--- src/rtl/moving_avg_pkg.sv ---
// Shared types and sizing for the moving-average smoother and its helpers.
package moving_avg_pkg;

    typedef enum logic [1:0] {
        IDLE   = 2'd0,
        UPDATE = 2'd1,
        FLUSH  = 2'd2
    } state_t;

    function automatic int clog2_min1(input int value);
        return (value > 1) ? $clog2(value) : 1;
    endfunction

    function automatic int sum_width(input int data_w, input int max_log2_depth);
        return data_w + max_log2_depth;
    endfunction

    localparam int DATA_W_DEF         = 16;
    localparam int CHANNELS_DEF       = 3;
    localparam int MAX_LOG2_DEPTH_DEF = 4;
    localparam int SAMPLE_DIV_DEF     = 500000;

    localparam int SUM_W_DEF     = sum_width(DATA_W_DEF, MAX_LOG2_DEPTH_DEF);
    localparam int MODE_W_DEF    = $clog2(MAX_LOG2_DEPTH_DEF + 1);
    localparam int BUF_DEPTH_DEF = 1 << MAX_LOG2_DEPTH_DEF;
    localparam int PTR_W_DEF     = clog2_min1(BUF_DEPTH_DEF);
    localparam int DIV_W_DEF     = clog2_min1(SAMPLE_DIV_DEF);

endpackage

--- src/rtl/sample_tick_gen.sv ---
// Free-running divider: counts 0..DIV-1 and flags the terminal count as a one-cycle tick.
module sample_tick_gen
    import moving_avg_pkg::*;
#(
    parameter int DIV = SAMPLE_DIV_DEF
) (
    input  logic clk,
    input  logic reset,
    output logic tick
);
    localparam int CNT_W = clog2_min1(DIV);

    logic [CNT_W-1:0] cnt;

    assign tick = (cnt == CNT_W'(DIV - 1));

    always_ff @(posedge clk or negedge reset) begin
        if (!reset) begin
            cnt <= '0;
        end else if (tick) begin
            cnt <= '0;
        end else begin
            cnt <= cnt + CNT_W'(1);
        end
    end

endmodule

--- src/rtl/moving_avg_filter.sv ---
// Multi-channel power-of-two moving average; one shared running-sum adder walks
// the channels after each sample tick.
module moving_avg_filter
    import moving_avg_pkg::*;
#(
    parameter int DATA_W         = DATA_W_DEF,
    parameter int CHANNELS       = CHANNELS_DEF,
    parameter int MAX_LOG2_DEPTH = MAX_LOG2_DEPTH_DEF,
    parameter int SAMPLE_DIV     = SAMPLE_DIV_DEF
) (
    input  logic                                clk,
    input  logic                                reset,
    input  logic [CHANNELS*DATA_W-1:0]          in,
    input  logic [$clog2(MAX_LOG2_DEPTH+1)-1:0] mode,
    input  logic                                clear,
    output logic [CHANNELS*DATA_W-1:0]          out,
    output logic                                out_valid,
    output logic                                out_full,
    output logic                                busy,
    output logic [1:0]                          fsm_state
);
    localparam int SUM_W  = sum_width(DATA_W, MAX_LOG2_DEPTH);
    localparam int MODE_W = $clog2(MAX_LOG2_DEPTH + 1);
    localparam int DEPTH  = 1 << MAX_LOG2_DEPTH;
    localparam int PTR_W  = clog2_min1(DEPTH);
    localparam int CH_W   = clog2_min1(CHANNELS);
    localparam int FILL_W = PTR_W + 1;

    state_t state_q, state_d;
    logic tick, clear_pending, go_flush, ch_last;
    logic [MODE_W-1:0] act_mode, mode_clamped;
    logic [CH_W-1:0] ch;
    logic [PTR_W-1:0] wr_ptr, rd_ptr, flush_idx;
    logic [FILL_W-1:0] fill_cnt, fill_next, win;
    logic [CHANNELS*DATA_W-1:0] sample_q;
    logic signed [DATA_W-1:0] hist [CHANNELS][DEPTH];
    logic signed [SUM_W-1:0] sums [CHANNELS];
    logic signed [DATA_W-1:0] cur_sample, old_sample, avg;
    logic signed [SUM_W-1:0] sum_prev, sum_next;

    sample_tick_gen #(.DIV(SAMPLE_DIV)) u_tick (
        .clk  (clk),
        .reset(reset),
        .tick (tick)
    );

    assign mode_clamped = (mode > MODE_W'(MAX_LOG2_DEPTH)) ? MODE_W'(MAX_LOG2_DEPTH) : mode;
    assign win          = FILL_W'(1) << act_mode;
    // At the largest window the oldest sample sits exactly at wr_ptr.
    assign rd_ptr       = wr_ptr - win[PTR_W-1:0];
    assign go_flush     = clear_pending || (mode_clamped != act_mode);
    assign ch_last      = (ch == CH_W'(CHANNELS - 1));
    assign fill_next    = (fill_cnt == FILL_W'(DEPTH)) ? fill_cnt : fill_cnt + FILL_W'(1);
    assign busy         = (state_q != IDLE);
    assign fsm_state    = state_q;

    always_comb begin
        cur_sample = '0;
        old_sample = '0;
        sum_prev   = '0;
        for (int c = 0; c < CHANNELS; c++) begin
            if (ch == CH_W'(c)) begin
                cur_sample = sample_q[c*DATA_W +: DATA_W];
                old_sample = hist[c][rd_ptr];
                sum_prev   = sums[c];
            end
        end
        sum_next = sum_prev
                 + {{(SUM_W-DATA_W){cur_sample[DATA_W-1]}}, cur_sample}
                 - {{(SUM_W-DATA_W){old_sample[DATA_W-1]}}, old_sample};
        avg = DATA_W'(sum_next >>> act_mode);
    end

    always_ff @(posedge clk or negedge reset) begin
        if (!reset) begin
            state_q <= IDLE;
        end else begin
            state_q <= state_d;
        end
    end

    always_comb begin
        state_d = state_q;
        case (state_q)
            IDLE:    if (tick) state_d = go_flush ? FLUSH : UPDATE;
            UPDATE:  if (ch_last) state_d = IDLE;
            FLUSH:   if (flush_idx == PTR_W'(DEPTH - 1)) state_d = IDLE;
            default: state_d = IDLE;
        endcase
    end

    always_ff @(posedge clk or negedge reset) begin
        if (!reset) begin
            out           <= '0;
            out_valid     <= 1'b0;
            out_full      <= 1'b0;
            clear_pending <= 1'b0;
            act_mode      <= '0;
            ch            <= '0;
            wr_ptr        <= '0;
            flush_idx     <= '0;
            fill_cnt      <= '0;
            sample_q      <= '0;
            for (int c = 0; c < CHANNELS; c++) begin
                sums[c] <= '0;
                for (int d = 0; d < DEPTH; d++) hist[c][d] <= '0;
            end
        end else begin
            out_valid <= 1'b0;
            if (clear) clear_pending <= 1'b1;
            case (state_q)
                IDLE: if (tick) begin
                    if (go_flush) begin
                        // The sample at this tick is dropped; history restarts empty.
                        act_mode      <= mode_clamped;
                        clear_pending <= clear;
                        out           <= '0;
                        out_full      <= 1'b0;
                        fill_cnt      <= '0;
                        wr_ptr        <= '0;
                        flush_idx     <= '0;
                        for (int c = 0; c < CHANNELS; c++) sums[c] <= '0;
                    end else begin
                        sample_q <= in;
                        ch       <= '0;
                    end
                end
                UPDATE: begin
                    for (int c = 0; c < CHANNELS; c++) begin
                        if (ch == CH_W'(c)) begin
                            sums[c]                  <= sum_next;
                            hist[c][wr_ptr]          <= cur_sample;
                            out[c*DATA_W +: DATA_W]  <= avg;
                        end
                    end
                    if (ch_last) begin
                        wr_ptr    <= wr_ptr + PTR_W'(1);
                        fill_cnt  <= fill_next;
                        out_full  <= (fill_next >= win);
                        out_valid <= 1'b1;
                    end else begin
                        ch <= ch + CH_W'(1);
                    end
                end
                FLUSH: begin
                    for (int c = 0; c < CHANNELS; c++) hist[c][flush_idx] <= '0;
                    flush_idx <= flush_idx + PTR_W'(1);
                end
                default: ;
            endcase
        end
    end

endmodule

--- config.mk ---
export PLATFORM = sky130hd
export DESIGN_NAME = moving_avg_filter
export DESIGN_NICKNAME = d
export VERILOG_FILES = /design/src/rtl/moving_avg_pkg.sv /design/src/rtl/sample_tick_gen.sv /design/src/rtl/moving_avg_filter.sv
export SDC_FILE = /design/constraint.sdc
export NUM_CORES = 2
export LEC_CHECK = 0
export CELL_PAD_IN_SITES_DETAIL_PLACEMENT = 1
export CELL_PAD_IN_SITES_GLOBAL_PLACEMENT = 2
export CORE_ASPECT_RATIO = 1.2
export CORE_MARGIN = 4
export CORE_UTILIZATION = 44
export CTS_BUF_LIST = sky130_fd_sc_hd__clkbuf_16
export DETAILED_ROUTE_END_ITERATION = 6
export DONT_BUFFER_PORTS = 1
export HOLD_SLACK_MARGIN = 0.1
export PLACE_DENSITY_LB_ADDON = 0.1
export SLEW_MARGIN = 20
export SYNTH_ARGS = -nofsm -noshare
export SYNTH_HDL_FRONTEND = slang
export SYNTH_SLANG_ARGS = --single-unit
--- constraint.sdc ---
create_clock -name clk -period 8.3 [get_ports clk]
set_clock_uncertainty 0.15 [all_clocks]
set_input_delay 1.66 -clock clk [delete_from_list [all_inputs] [get_ports clk]]
set_output_delay 1.66 -clock clk [all_outputs]
set_load 0.01 [all_outputs]
==> metrics.yaml <==
clkLatencyLatePin_ns: 0.69
slowest_stage: "dfrtp_1"
worst-path-max-fanout: 15
coreArea_mm2: 0.100
synth_edf_count: 0
worst_pin_slew_ns: 1.22
via_count: 33900
avgViaCountPerCell: 6.43
clkTransAtPathRegs_ns: 0.06
path_cells: "nor2_2, nand2_1, fa_4, xor2_4, buf_12, mux4_2, mux2i_1, mux2i_1, a221o_1, o21ai_1, fa_1, ha_1, nand2_1, nor4_1, a32oi_1, a211oi_1, nor3_1, and3_1, a221oi_1, o21ai_0"
root_buffer: "clkbuf_16"
die_area_mm2: 0.107
first_iter_violations: 2923
gr-total-overflow: 0
ys.flop_type: "dfrtp_1"
ys_ff_latch: 966
finalSetupViolations: 0
worst_ep_arrival_time_ns: 8.32
cp_num_buf_inv: 1
ys_seq_area_share_pct: 54.2
wl_per_cell_um: 31.3
ctsHoldBuffers: 0
n_fill_cell: 10400
post-route-period-util_pct: 95.8
syn_avg_cell_area_um2: 11.3
synthDistinctLibCells: 66
first_global_vias: 36400
hpwlAfterDp_um: 101000
yosysMostFrequentCell: "dfrtp_1"
cts.sinks: 966
cts_tree: "built"
worstSetupEndpoint: "out[45]"
start_util_pct: 44.5
hold_viol_final: 0
grt_max_degree: 967
path_delay_family: "compound AO/OA/AOI/OAI gates"
maxCapViolations: 0
async_flop_share_pct: 100
portBuffers: 0
synthTopCellsByCount: "966 x dfrtp_1, 667 x o21ai_0, 553 x nand2_1, 365 x nand3_1, 272 x clkbuf_1"
max_stage_delay_ns: 0.56
drc: 0
pin_count: 107
netlist_area_mm2: 0.0446
nets: 3946
start_kind: "register"
antenna_found_initial: 5
layout-drive-gt1-share_pct: 14.4
fmax_mhz: 126
grt_pass1_wl_um: 246000
fin_tns_setup_ns: 0
clock_path_buffers: 3
rsz0062_at_grt: "no"
hold_slack_ns: 0.317
gp_congestion: 0.898
yosysWarningCount: 0
slew_headroom_pct: 18.3
diodes: 0
slew_viol_final: 0
status: "finished clean"
cp_num_cells: 20
hold_path.class: "reg2reg"
die_x_um: 299
power.density_mw_per_mm2: 197
antenna_left: 0
synth_area_leaders: "dfrtp_1 54%, mux4_2 12%, o21ai_0 7.5%"
leakage_nw: 21.6
dr.pass1.iters: 6
end_kind: "register"
reg2reg_depth: 20
die_h_um: 357
wirelength_um: 165000
groute.usage.overall_pct: 30.8
rows: 127
rr_endpoint: "out[45]"
cts_max_level: 3
yosys.area.top_type_share_pct: 54.2
vdd_drop_max_v: 0.000159
synth_top_area_cell: "dfrtp_1"
cts_buffers: 101
synth_cells: 3967
fin_crit_ns: 7.95
startpoint: "act_mode[1]"
total_power_w: 0.00974
critPathKind: "reg2reg"
syn-num-nets: 4083
ff2ff_setup_slack_ns: 0.35
timing.rr.start: "act_mode[1]"
critical_path_required_ns: 8.67
area_growth_pct: 10.7
[registers in the layout (all words and copies together), names as in the netlist]
name	count
clear_pending	1
fsm_state	2
out_full	1
act_mode	3
sample_q	48
ch	2
flush_idx	4
fill_cnt	5
u_tick.cnt	19
wr_ptr	4
hist	768
sums	60
out	48
out_valid	1
[layer usage]
metal	share of wire, %	GRT usage (%)	vias to the layer above
li1	-	-	14100
met1	41	40.2	18200
met2	48	51.3	1220
met3	6.5	5.25	326
met4	4.6	13.0	0
met5	0	0	-
[how the worst min path moves through the flow]
stage                 startpoint      endpoint  slack (ns)  depth (start not counted)
CTS                 sample_q[34]  sample_q[34]        0.32                          2
finish              sample_q[34]  sample_q[34]        0.32                          2
global route        sample_q[31]  sample_q[31]        0.34                          2
floorplan           sample_q[32]  sample_q[32]        0.29                          2
global placement    sample_q[39]  sample_q[39]        0.30                          2
detailed placement  sample_q[34]  sample_q[34]        0.31                          2
[cell type report]
type	instances	area (um2)	share of cell area, %
multi-input cells	2611	19200	38.9
inverters	37	139	0.281
flip-flops and latches	966	24200	48.9
clock buffers	104	2600	5.27
repair buffers	113	1090	2.21
clock inverters	80	503	1.02
well taps	1354	1690	3.43
[tightest hold or removal path, stage by stage (launching register included)]
cell and delay, ns:
dfrtp_1 0.34, nand2_1 0.05, nand2_1 0.05
[layout by cell type, fill, tap and decap left out, types with 9 or more instances in the layout]
cell       instances
dfrtp_1          966
o21ai_0          667
nand2_1          537
nand3_1          364
a22o_1           251
mux4_2           228
clkbuf_16        104
buf_4             97
inv_1             64
nor2_1            57
mux2i_1           56
a21oi_1           44
ha_1              40
a22oi_1           38
xnor2_1           28
clkinv_1          25
xor2_1            19
fa_1              19
and2_1            18
mux2_2            15
o21ai_1           15
nor2_2            15
clkinv_2          15
a221o_1           14
nand2b_1          12
o21a_1            10
o21a_2            10
buf_12            10
nand2_2            9
[power breakdown]
part	switching [W]	total [W]	internal, W
combinational	0.000448	0.000645	0.000196
sequential	0.00000991	0.00473	0.00472
clock	0.00195	0.00436	0.00241
total	0.00241	0.00974	0.00733
[cells by family after synthesis]
kind of cell	share of synthesized area (%)
AOI/OAI and AO/OA	15.5
and+or+nand+nor	10.7
DFF	54.2
buffers and inverters	3.45
muxes	13.1
adders and majority gates	2.07
xor gates and xnor gates	0.981
[per-stage QoR]
| stage | utilization (%) | instance area, um2 | cells | worst slack, ns |
|---|---|---|---|---|
| 2_1_floorplan | - | 44600 | 3967 | 1.29 |
| 3_3_place_gp | 46.0 | 46100 | 5075 | 0.517 |
| 6_report | 49.3 | 49400 | 5265 | 0.353 |
| 5_1_grt | 49.3 | 49400 | 5265 | 0.0217 |
| 3_5_place_dp | 46.0 | 46100 | 5075 | 0.302 |
| 4_1_cts | 49.1 | 49200 | 5259 | 0.296 |
[timing repair]
item,4_1_cts,5_1_grt
resized for setup,0,1
buffers inserted,0,0
setup endpoints to repair,0,19
Power figures use the tool's default switching activity.
